## src/rtl/decoder_executer.sv

```systemverilog
// Single-cycle RV32I decode/execute stage: field extraction, immediate generation,
// ALU, branch resolution and next-PC selection, all combinational and gated by reset.
module decoder_executer (
   input  logic        i_clk,
   input  logic        i_rstn,
   input  logic [31:0] i_instruction,
   input  logic [31:0] i_pc,
   input  logic [31:0] i_rs1_val,
   input  logic [31:0] i_rs2_val,
   output logic [4:0]  o_rs1,
   output logic [4:0]  o_rs2,
   output logic [4:0]  o_rd,
   output logic [31:0] o_imm,
   output logic        o_reg_write,
   output logic        o_mem_read,
   output logic        o_mem_write,
   output logic        o_illegal,
   output logic [31:0] o_exec_result,
   output logic [31:0] o_jump_dest
);

   localparam int unsigned XLEN = 32;
   localparam int unsigned RIDX = 5;

   localparam logic [6:0] OPC_LUI    = 7'b0110111;
   localparam logic [6:0] OPC_AUIPC  = 7'b0010111;
   localparam logic [6:0] OPC_JAL    = 7'b1101111;
   localparam logic [6:0] OPC_JALR   = 7'b1100111;
   localparam logic [6:0] OPC_BRANCH = 7'b1100011;
   localparam logic [6:0] OPC_LOAD   = 7'b0000011;
   localparam logic [6:0] OPC_STORE  = 7'b0100011;
   localparam logic [6:0] OPC_OPIMM  = 7'b0010011;
   localparam logic [6:0] OPC_OP     = 7'b0110011;

   localparam logic [6:0] F7_BASE = 7'b0000000;
   localparam logic [6:0] F7_ALT  = 7'b0100000;

   typedef enum logic [2:0] {
      FMT_R,
      FMT_I,
      FMT_S,
      FMT_B,
      FMT_U,
      FMT_J
   } fmt_e;

   // No state is held; the clock is only a timing reference for the surrounding pipeline.
   logic w_unused_clk;
   assign w_unused_clk = &{1'b0, i_clk};

   logic [6:0]      w_opcode;
   logic [2:0]      w_funct3;
   logic [6:0]      w_funct7;
   logic [RIDX-1:0] w_rs1;
   logic [RIDX-1:0] w_rs2;
   logic [RIDX-1:0] w_rd;

   assign w_opcode = i_instruction[6:0];
   assign w_funct3 = i_instruction[14:12];
   assign w_funct7 = i_instruction[31:25];
   assign w_rs1    = i_instruction[19:15];
   assign w_rs2    = i_instruction[24:20];
   assign w_rd     = i_instruction[11:7];

   fmt_e w_fmt;
   logic w_legal;
   logic w_writes_rd;
   logic w_is_load;
   logic w_is_store;
   logic w_is_branch;
   logic w_is_jal;
   logic w_is_jalr;
   logic w_is_lui;
   logic w_is_auipc;
   logic w_is_alu;
   logic w_alu_reg;

   // Opcode/funct legality and instruction class
   always_comb begin
      w_fmt       = FMT_R;
      w_legal     = 1'b0;
      w_writes_rd = 1'b0;
      w_is_load   = 1'b0;
      w_is_store  = 1'b0;
      w_is_branch = 1'b0;
      w_is_jal    = 1'b0;
      w_is_jalr   = 1'b0;
      w_is_lui    = 1'b0;
      w_is_auipc  = 1'b0;
      w_is_alu    = 1'b0;
      w_alu_reg   = 1'b0;
      case (w_opcode)
         OPC_LUI: begin
            w_fmt       = FMT_U;
            w_legal     = 1'b1;
            w_writes_rd = 1'b1;
            w_is_lui    = 1'b1;
         end
         OPC_AUIPC: begin
            w_fmt       = FMT_U;
            w_legal     = 1'b1;
            w_writes_rd = 1'b1;
            w_is_auipc  = 1'b1;
         end
         OPC_JAL: begin
            w_fmt       = FMT_J;
            w_legal     = 1'b1;
            w_writes_rd = 1'b1;
            w_is_jal    = 1'b1;
         end
         OPC_JALR: begin
            w_fmt       = FMT_I;
            w_legal     = (w_funct3 == 3'b000);
            w_writes_rd = 1'b1;
            w_is_jalr   = 1'b1;
         end
         OPC_BRANCH: begin
            w_fmt       = FMT_B;
            w_legal     = (w_funct3 != 3'b010) && (w_funct3 != 3'b011);
            w_is_branch = 1'b1;
         end
         OPC_LOAD: begin
            w_fmt       = FMT_I;
            w_legal     = (w_funct3 != 3'b011) && (w_funct3 != 3'b110) && (w_funct3 != 3'b111);
            w_writes_rd = 1'b1;
            w_is_load   = 1'b1;
         end
         OPC_STORE: begin
            w_fmt       = FMT_S;
            w_legal     = (w_funct3 == 3'b000) || (w_funct3 == 3'b001) || (w_funct3 == 3'b010);
            w_is_store  = 1'b1;
         end
         OPC_OPIMM: begin
            w_fmt       = FMT_I;
            w_writes_rd = 1'b1;
            w_is_alu    = 1'b1;
            // Shift-immediates carry funct7 in the upper immediate bits
            case (w_funct3)
               3'b001:  w_legal = (w_funct7 == F7_BASE);
               3'b101:  w_legal = (w_funct7 == F7_BASE) || (w_funct7 == F7_ALT);
               default: w_legal = 1'b1;
            endcase
         end
         OPC_OP: begin
            w_fmt       = FMT_R;
            w_writes_rd = 1'b1;
            w_is_alu    = 1'b1;
            w_alu_reg   = 1'b1;
            w_legal     = (w_funct7 == F7_BASE) ||
                          ((w_funct7 == F7_ALT) && ((w_funct3 == 3'b000) || (w_funct3 == 3'b101)));
         end
         default: begin
            w_legal = 1'b0;
         end
      endcase
   end

   logic [XLEN-1:0] w_imm;

   // Sign-extended immediate by format
   always_comb begin
      w_imm = '0;
      case (w_fmt)
         FMT_I: w_imm = {{20{i_instruction[31]}}, i_instruction[31:20]};
         FMT_S: w_imm = {{20{i_instruction[31]}}, i_instruction[31:25], i_instruction[11:7]};
         FMT_B: w_imm = {{19{i_instruction[31]}}, i_instruction[31], i_instruction[7],
                         i_instruction[30:25], i_instruction[11:8], 1'b0};
         FMT_U: w_imm = {i_instruction[31:12], 12'b0};
         FMT_J: w_imm = {{11{i_instruction[31]}}, i_instruction[31], i_instruction[19:12],
                         i_instruction[20], i_instruction[30:21], 1'b0};
         default: w_imm = '0;
      endcase
   end

   logic [XLEN-1:0] w_alu_a;
   logic [XLEN-1:0] w_alu_b;
   logic [4:0]      w_shamt;
   logic            w_alt;
   logic [XLEN-1:0] w_alu_result;

   assign w_alu_a = i_rs1_val;
   assign w_alu_b = w_alu_reg ? i_rs2_val : w_imm;
   assign w_shamt = w_alu_b[4:0];
   assign w_alt   = i_instruction[30];

   // Integer ALU shared by OP and OP-IMM
   always_comb begin
      w_alu_result = '0;
      case (w_funct3)
         3'b000: w_alu_result = (w_alu_reg && w_alt) ? (w_alu_a - w_alu_b) : (w_alu_a + w_alu_b);
         3'b001: w_alu_result = w_alu_a << w_shamt;
         3'b010: w_alu_result = {31'b0, ($signed(w_alu_a) < $signed(w_alu_b))};
         3'b011: w_alu_result = {31'b0, (w_alu_a < w_alu_b)};
         3'b100: w_alu_result = w_alu_a ^ w_alu_b;
         3'b101: w_alu_result = w_alt ? XLEN'($signed(w_alu_a) >>> w_shamt) : (w_alu_a >> w_shamt);
         3'b110: w_alu_result = w_alu_a | w_alu_b;
         3'b111: w_alu_result = w_alu_a & w_alu_b;
         default: w_alu_result = '0;
      endcase
   end

   logic w_taken;

   // Branch condition on the two register operands
   always_comb begin
      w_taken = 1'b0;
      case (w_funct3)
         3'b000: w_taken = (i_rs1_val == i_rs2_val);
         3'b001: w_taken = (i_rs1_val != i_rs2_val);
         3'b100: w_taken = ($signed(i_rs1_val) < $signed(i_rs2_val));
         3'b101: w_taken = !($signed(i_rs1_val) < $signed(i_rs2_val));
         3'b110: w_taken = (i_rs1_val < i_rs2_val);
         3'b111: w_taken = !(i_rs1_val < i_rs2_val);
         default: w_taken = 1'b0;
      endcase
   end

   // PC is a word index, so byte offsets are scaled down and link values scaled up
   logic [XLEN-1:0] w_pc_seq;
   logic [XLEN-1:0] w_pc_rel;
   logic [XLEN-1:0] w_rs1_plus_imm;
   logic [XLEN-1:0] w_jalr_dest;

   assign w_pc_seq       = i_pc + XLEN'(1);
   assign w_pc_rel       = i_pc + XLEN'($signed(w_imm) >>> 2);
   assign w_rs1_plus_imm = i_rs1_val + w_imm;
   assign w_jalr_dest    = (w_rs1_plus_imm & ~XLEN'(1)) >> 2;

   logic [XLEN-1:0] w_exec;
   logic [XLEN-1:0] w_next;

   // Result and next-PC selection for legal instructions
   always_comb begin
      w_exec = '0;
      w_next = w_pc_seq;
      if (w_is_lui) begin
         w_exec = w_imm;
      end else if (w_is_auipc) begin
         w_exec = (i_pc << 2) + w_imm;
      end else if (w_is_jal) begin
         w_exec = w_pc_seq << 2;
         w_next = w_pc_rel;
      end else if (w_is_jalr) begin
         w_exec = w_pc_seq << 2;
         w_next = w_jalr_dest;
      end else if (w_is_branch) begin
         w_next = w_taken ? w_pc_rel : w_pc_seq;
      end else if (w_is_load) begin
         w_exec = w_rs1_plus_imm;
      end else if (w_is_alu) begin
         w_exec = w_alu_result;
      end
   end

   // Output gating: reset forces zero, illegal forces the trap-like defaults
   always_comb begin
      o_rs1         = '0;
      o_rs2         = '0;
      o_rd          = '0;
      o_imm         = '0;
      o_reg_write   = 1'b0;
      o_mem_read    = 1'b0;
      o_mem_write   = 1'b0;
      o_illegal     = 1'b0;
      o_exec_result = '0;
      o_jump_dest   = '0;
      if (i_rstn) begin
         o_rs1 = w_rs1;
         o_rs2 = w_rs2;
         o_rd  = w_rd;
         if (w_legal) begin
            o_imm         = w_imm;
            o_reg_write   = w_writes_rd && (w_rd != '0);
            o_mem_read    = w_is_load;
            o_mem_write   = w_is_store;
            o_exec_result = w_exec;
            o_jump_dest   = w_next;
         end else begin
            o_illegal   = 1'b1;
            o_jump_dest = w_pc_seq;
         end
      end
   end

endmodule

```

## config.mk

```make
export PLATFORM = sky130hd
export DESIGN_NAME = decoder_executer
export DESIGN_NICKNAME = d
export VERILOG_FILES = /design/src/rtl/decoder_executer.sv
export SDC_FILE = /design/constraint.sdc
export NUM_CORES = 1
export LEC_CHECK = 0
export BUFFER_PORTS_ARGS = -buffer_cell sky130_fd_sc_hd__buf_2
export CORE_AREA = 2 2 255 156
export DETAILED_ROUTE_END_ITERATION = 16
export DIE_AREA = 0 0 257 158
export PLACE_DENSITY = 0.67
export SLEW_MARGIN = 10
export SYNTH_ARGS = -nofsm -noshare
export SYNTH_HDL_FRONTEND = slang
export SYNTH_SLANG_ARGS = --single-unit
```

## constraint.sdc

```tcl
create_clock -name vclk -period 9.15
set_input_delay 1.83 -clock vclk [all_inputs]
set_output_delay 1.83 -clock vclk [all_outputs]
set_load 0.02 [all_outputs]
```

# == After elaboration in Yosys (flattened, before gate mapping) ==
# Index checks and enable logic that the tools add are counted.
# classes
addsub,6
n_lt_le_gt_ge,4
n_eq_ne,28
shift,3
mux,49
bitwise_logic,3
reduce_logical,21
# op_table
cell,n
$mux 32,22
$pmux 32 s8,1
$pmux 32 s5,1
$add 32x32->32,4
$lt 32x32->1,4
$add 32x1->32 const B,1
$and 32x32->32,1
$eq 32x32->1,1
$ne 32x32->1,1
$or 32x32->32,1
$shl 32x5->32,1
$shr 32x5->32,1
$sshr 32x5->32,1
$sub 32x32->32,1
$xor 32x32->32,1
$eq 7x6->1 const B,4
$eq 7x7->1 const B,3
$eq 3x3->1 const B,6
$mux 1,18
$mux 5,3
$pmux 3 s5,1
$eq 7x5->1 const B,2
$eq 3x2->1 const B,4
$eq 7x2->1 const B,1
other kinds (15),30
# totals
register_bits,0
inputBits,130
output_inout_bits,115
word_cells,114

# == Logic depth before layout (Yosys ltp) ==
# logic_depth
word_depth,18
depth_mapped,25
mapped_depth_nobuf,20

# == Worst setup path before layout ==
# Ideal clock, no wire load.
# synth_path
kind,input -> output
start,input port i_instruction[2]
end,output port o_exec_result[23]
arrival_time_ns,6.457
path_slack_ns,0.863
cell_stages,22
n_path_buf,4
cell_sequence,and4bb_1 -> buf_4 -> buf_6 -> nand2_1 -> nand2_1 -> and2_1 -> clkbuf_1 -> and3_1 -> clkbuf_1 -> a21o_1 -> ha_1 -> a21o_1 -> a21o_1 -> a21o_1 -> a221o_1 -> a2111oi_4 -> nor2_1 -> o21a_1 -> o21ai_0 -> mux2_2 -> a21oi_1 -> a21boi_0
# synth_via
elab_chain_cells,18
# synth_rtl
item,line_no,text
"start, declared",6,"input logic [31:0] i_instruction,"
"$eq 7x5->1, or another cell as far along",92,case (w_opcode)
$reduce_or 3->1 (no line) or $reduce_or 2->1 (tied branches),--,
$pmux 3 s5,92,
"$eq 3x3->1, or another cell as far along",163,case (w_fmt)
$pmux 32 s5,163,
$mux 32,182,assign w_alu_b = w_alu_reg ? i_rs2_val : w_imm;
"$add 32x32->32, or another cell as far along",190,3'b000: w_alu_result = (w_alu_reg && w_alt) ? (w_alu_a - w_alu_b) : (w_alu_a + w_alu_b);
$mux 32 (on tied branches),"190, 195",
[... 2 more ...],--,
$mux 32,248,end else if (w_is_load) begin
$mux 32,246,end else if (w_is_branch) begin
$mux 32,243,end else if (w_is_jalr) begin
$mux 32,240,end else if (w_is_jal) begin
$mux 32,238,end else if (w_is_auipc) begin
$mux 32,236,if (w_is_lui) begin
$mux 32 (*),271,if (w_legal) begin
$mux 32 (*),267,if (i_rstn) begin
"end, declared",18,"output logic [31:0] o_exec_result,"
# Mark *: on every way between the ends. The rest lies on a longest branch, timed or not.

# == Worst setup path after layout ==
# layout_path
start,input port i_instruction[1]
end,output port o_exec_result[27]
# Same word-level chain as after synthesis.

==> summary.txt <==
Status: finished, final reports clean
Min Tclk post-route: 8.852 ns
Total negative slack: 0 ns
Area contributors post-synth: ha_1 (14%), mux2i_1 (8.2%), a21oi_1 (7.9%), o21ai_0 (6.5%), nand2_1 (6.2%)
Largest net degree at the start of global routing: 69
Drt via density: 7.036
Cell variety after synth: 103
CP required: 7.32 ns
Crit. End Element: output port
Post-Syn Instances: 2686
ANT nets after route: 0
Post-synthesis sequential area ratio: 0%
DRT Pass-1 Iters: 7
PD cells: 42.50 nW/um2
Initial antenna violation count: 3
First-pass GRT wire length: 144200 um
RSZ-0062 raised after global routing: false
FFs & Latches: 0
Clkbuf count: 0
CP Launch Type: input pin
Ant. Diodes: 0
Commonest non-fill, non-tap cells in the layout: nand2_1 (283), a21oi_1 (270), nor2_1 (260)
Met3 usage: 19.80%
Gr usage total: 47.63%
Cell family with most CP delay: compound AO/OA/AOI/OAI gates
FF/Latch Area: 0 um2
DP HPWL: 83360 um
CP Buf/Inv Count: 2
Fraction of layout cells with a size suffix above 1: 14.95%
Fill cells: 4078
Slew headroom: 12.83%
Maximum VDD drop: 0.03828 mV
Layout area overhead: 11.54%
GRT overflow: 0
Core area: 38470 um2
Post-CTS setup buffers: 0
Port buffer count: 244
CP arrival: 7.02 ns
Vias in the first global route: 21050
Final instance area: 19020 um2
Final cycle utilization of the critical path: 96.74%
Final setup violation count: 0
Die height: 158 um
Std-Cell Rows: 56
CP peak stage delay: 0.48 ns
GR Layer Usage met1: 66.91%
Die X: 257 um
Final Max Tran Viols: 0
# DRC: 0
Post-Syn Nets: 3003
Mean post-synth cell area: 6.348 um2
Leading cell type in the layout, fill and taps excluded: nand2_1
Cell accounting for the most synthesized area: ha_1
Avg WL per Cell: 30.35 um
Crit path kind: input pin to output port
Total number of vias: 23860
Design Power: 0.8082 mW
Die area: 40610 um2
Critical path's most frequent cell: a21o_1
DP Area: 19010 um2
DRT Wirelength: 102900 um
I/O pin count: 245
Max FO, Critical Path: 10
GPL Wtd Cong: 1.110
Slowest cell on the critical path: and3_1
Starting density of the core: 44.32%
Met2 Use GR: 63.10%
Leak: 9.296 nW
Worst-Margin Slew: 1.307 ns
Max cap viols: 0
DRT iter0 DRCs: 4157
Critical-path cell list: buf_2 -> and3_1 -> a2bb2oi_2 -> nand2_1 -> and2_1 -> and3_2 -> a21o_1 -> ha_1 -> a21o_1 -> a21o_1 -> a21o_1 -> a221o_1 -> a2111oi_4 -> nor2_1 -> o21a_1 -> o41ai_2 -> xnor2_1 -> o221ai_1 -> a211oi_2 -> buf_2
Max Clk Rate: 113.0 MHz
Gr busiest metal: met1
Netlist Area Pre-Place: 17050 um2
Nets: 3188
Final Hold Viols: 0
Ys Warns: 0
Top cell type's share of synthesized area: 13.58%
Hold Path Class: input pin to output port
layer usage:
layer / part of all wire [%] / up-vias
met5: 0.012 / -
met4: 4.8 / 2
met3: 17 / 331
met2: 37 / 2171
met1: 41 / 11070
li1: - / 10280
metrics by stage:
step	util, %	instances	setup slack (ns)	hold slack, ns
2_1_floorplan	-	2686	0.8631	3.795
3_3_place_gp	49.41	3391	0.3982	4.009
3_5_place_dp	49.41	3391	0.3234	4.009
4_1_cts	49.41	3391	0.2735	4.010
5_1_grt	49.44	3391	0.03886	4.025
6_report	49.44	3391	0.2985	4.015
cell usage after synthesis (all sizes together), types with 6 or more instances:
cell,n
a2111oi,9
o21a,25
and3b,6
clkbuf,118
a2bb2oi,7
a21oi,273
mux2i,141
inv,165
a211o,10
nand2,283
a41oi,6
ha,185
o221ai,18
buf,51
and4,7
and2,42
o311ai,10
a221o,8
and3,42
or2,13
o22ai,25
a211oi,39
a31oi,59
nor2b,18
mux2,15
or3,13
o2111ai,13
xnor2,76
o21ai,232
nand3,77
o221a,6
xor2,49
a221oi,32
nor3b,8
nor3,58
a21o,73
nand4,17
a311oi,7
nor4,9
o31ai,16
nand2b,15
o211ai,36
o21bai,27
nor2,263
tightest hold or removal path, cell delays in order:
cell and delay (ns):
buf_2 0.09, and2_1 0.11, buf_2 0.15
cells by family after synthesis:
| logic type | Yosys count | share of synthesized area [%] |
|---|---|---|
| multiplexers | 156 | 9.290 |
| AO/OA/AOI/OAI | 994 | 38.13 |
| buffers and inverters | 336 | 8.153 |
| XOR/XNOR | 125 | 6.421 |
| adder cells (fa/ha/maj) | 187 | 13.81 |
| AND/OR/NAND/NOR | 888 | 24.19 |
layout make-up:
cell class | instances | area, um2 | share of cell area (%)
Inverter | 167 | 634.4 | 3.336
Tap cell | 522 | 653.1 | 3.434
Timing Repair Buffer | 352 | 2032 | 10.68
Multi-Input combinational cell | 2350 | 15700 | 82.55
where the power goes:
part	leakage (nW)	total, mW	switching, mW	internal (mW)
sequential	0	0	0	0
combinational	9.30	0.808	0.552	0.256
clock	0	0	0	0
total	9.30	0.808	0.552	0.256
timing repair:
action | 4_1_cts | 5_1_grt
setup endpoints to repair | 0 | 3
hold buffers | 0 | 0
gates resized for setup | 0 | 3
worst paths after layout:
| kind | start | end | slack [ns] | cells after the start |
|---|---|---|---|---|
| max | i_instruction[1] | o_exec_result[27] | 0.30 | 20 |
| min | i_instruction[19] | o_rs1[4] | 4.01 | 3 |
Note: power is estimated with default switching activity, not from simulation.
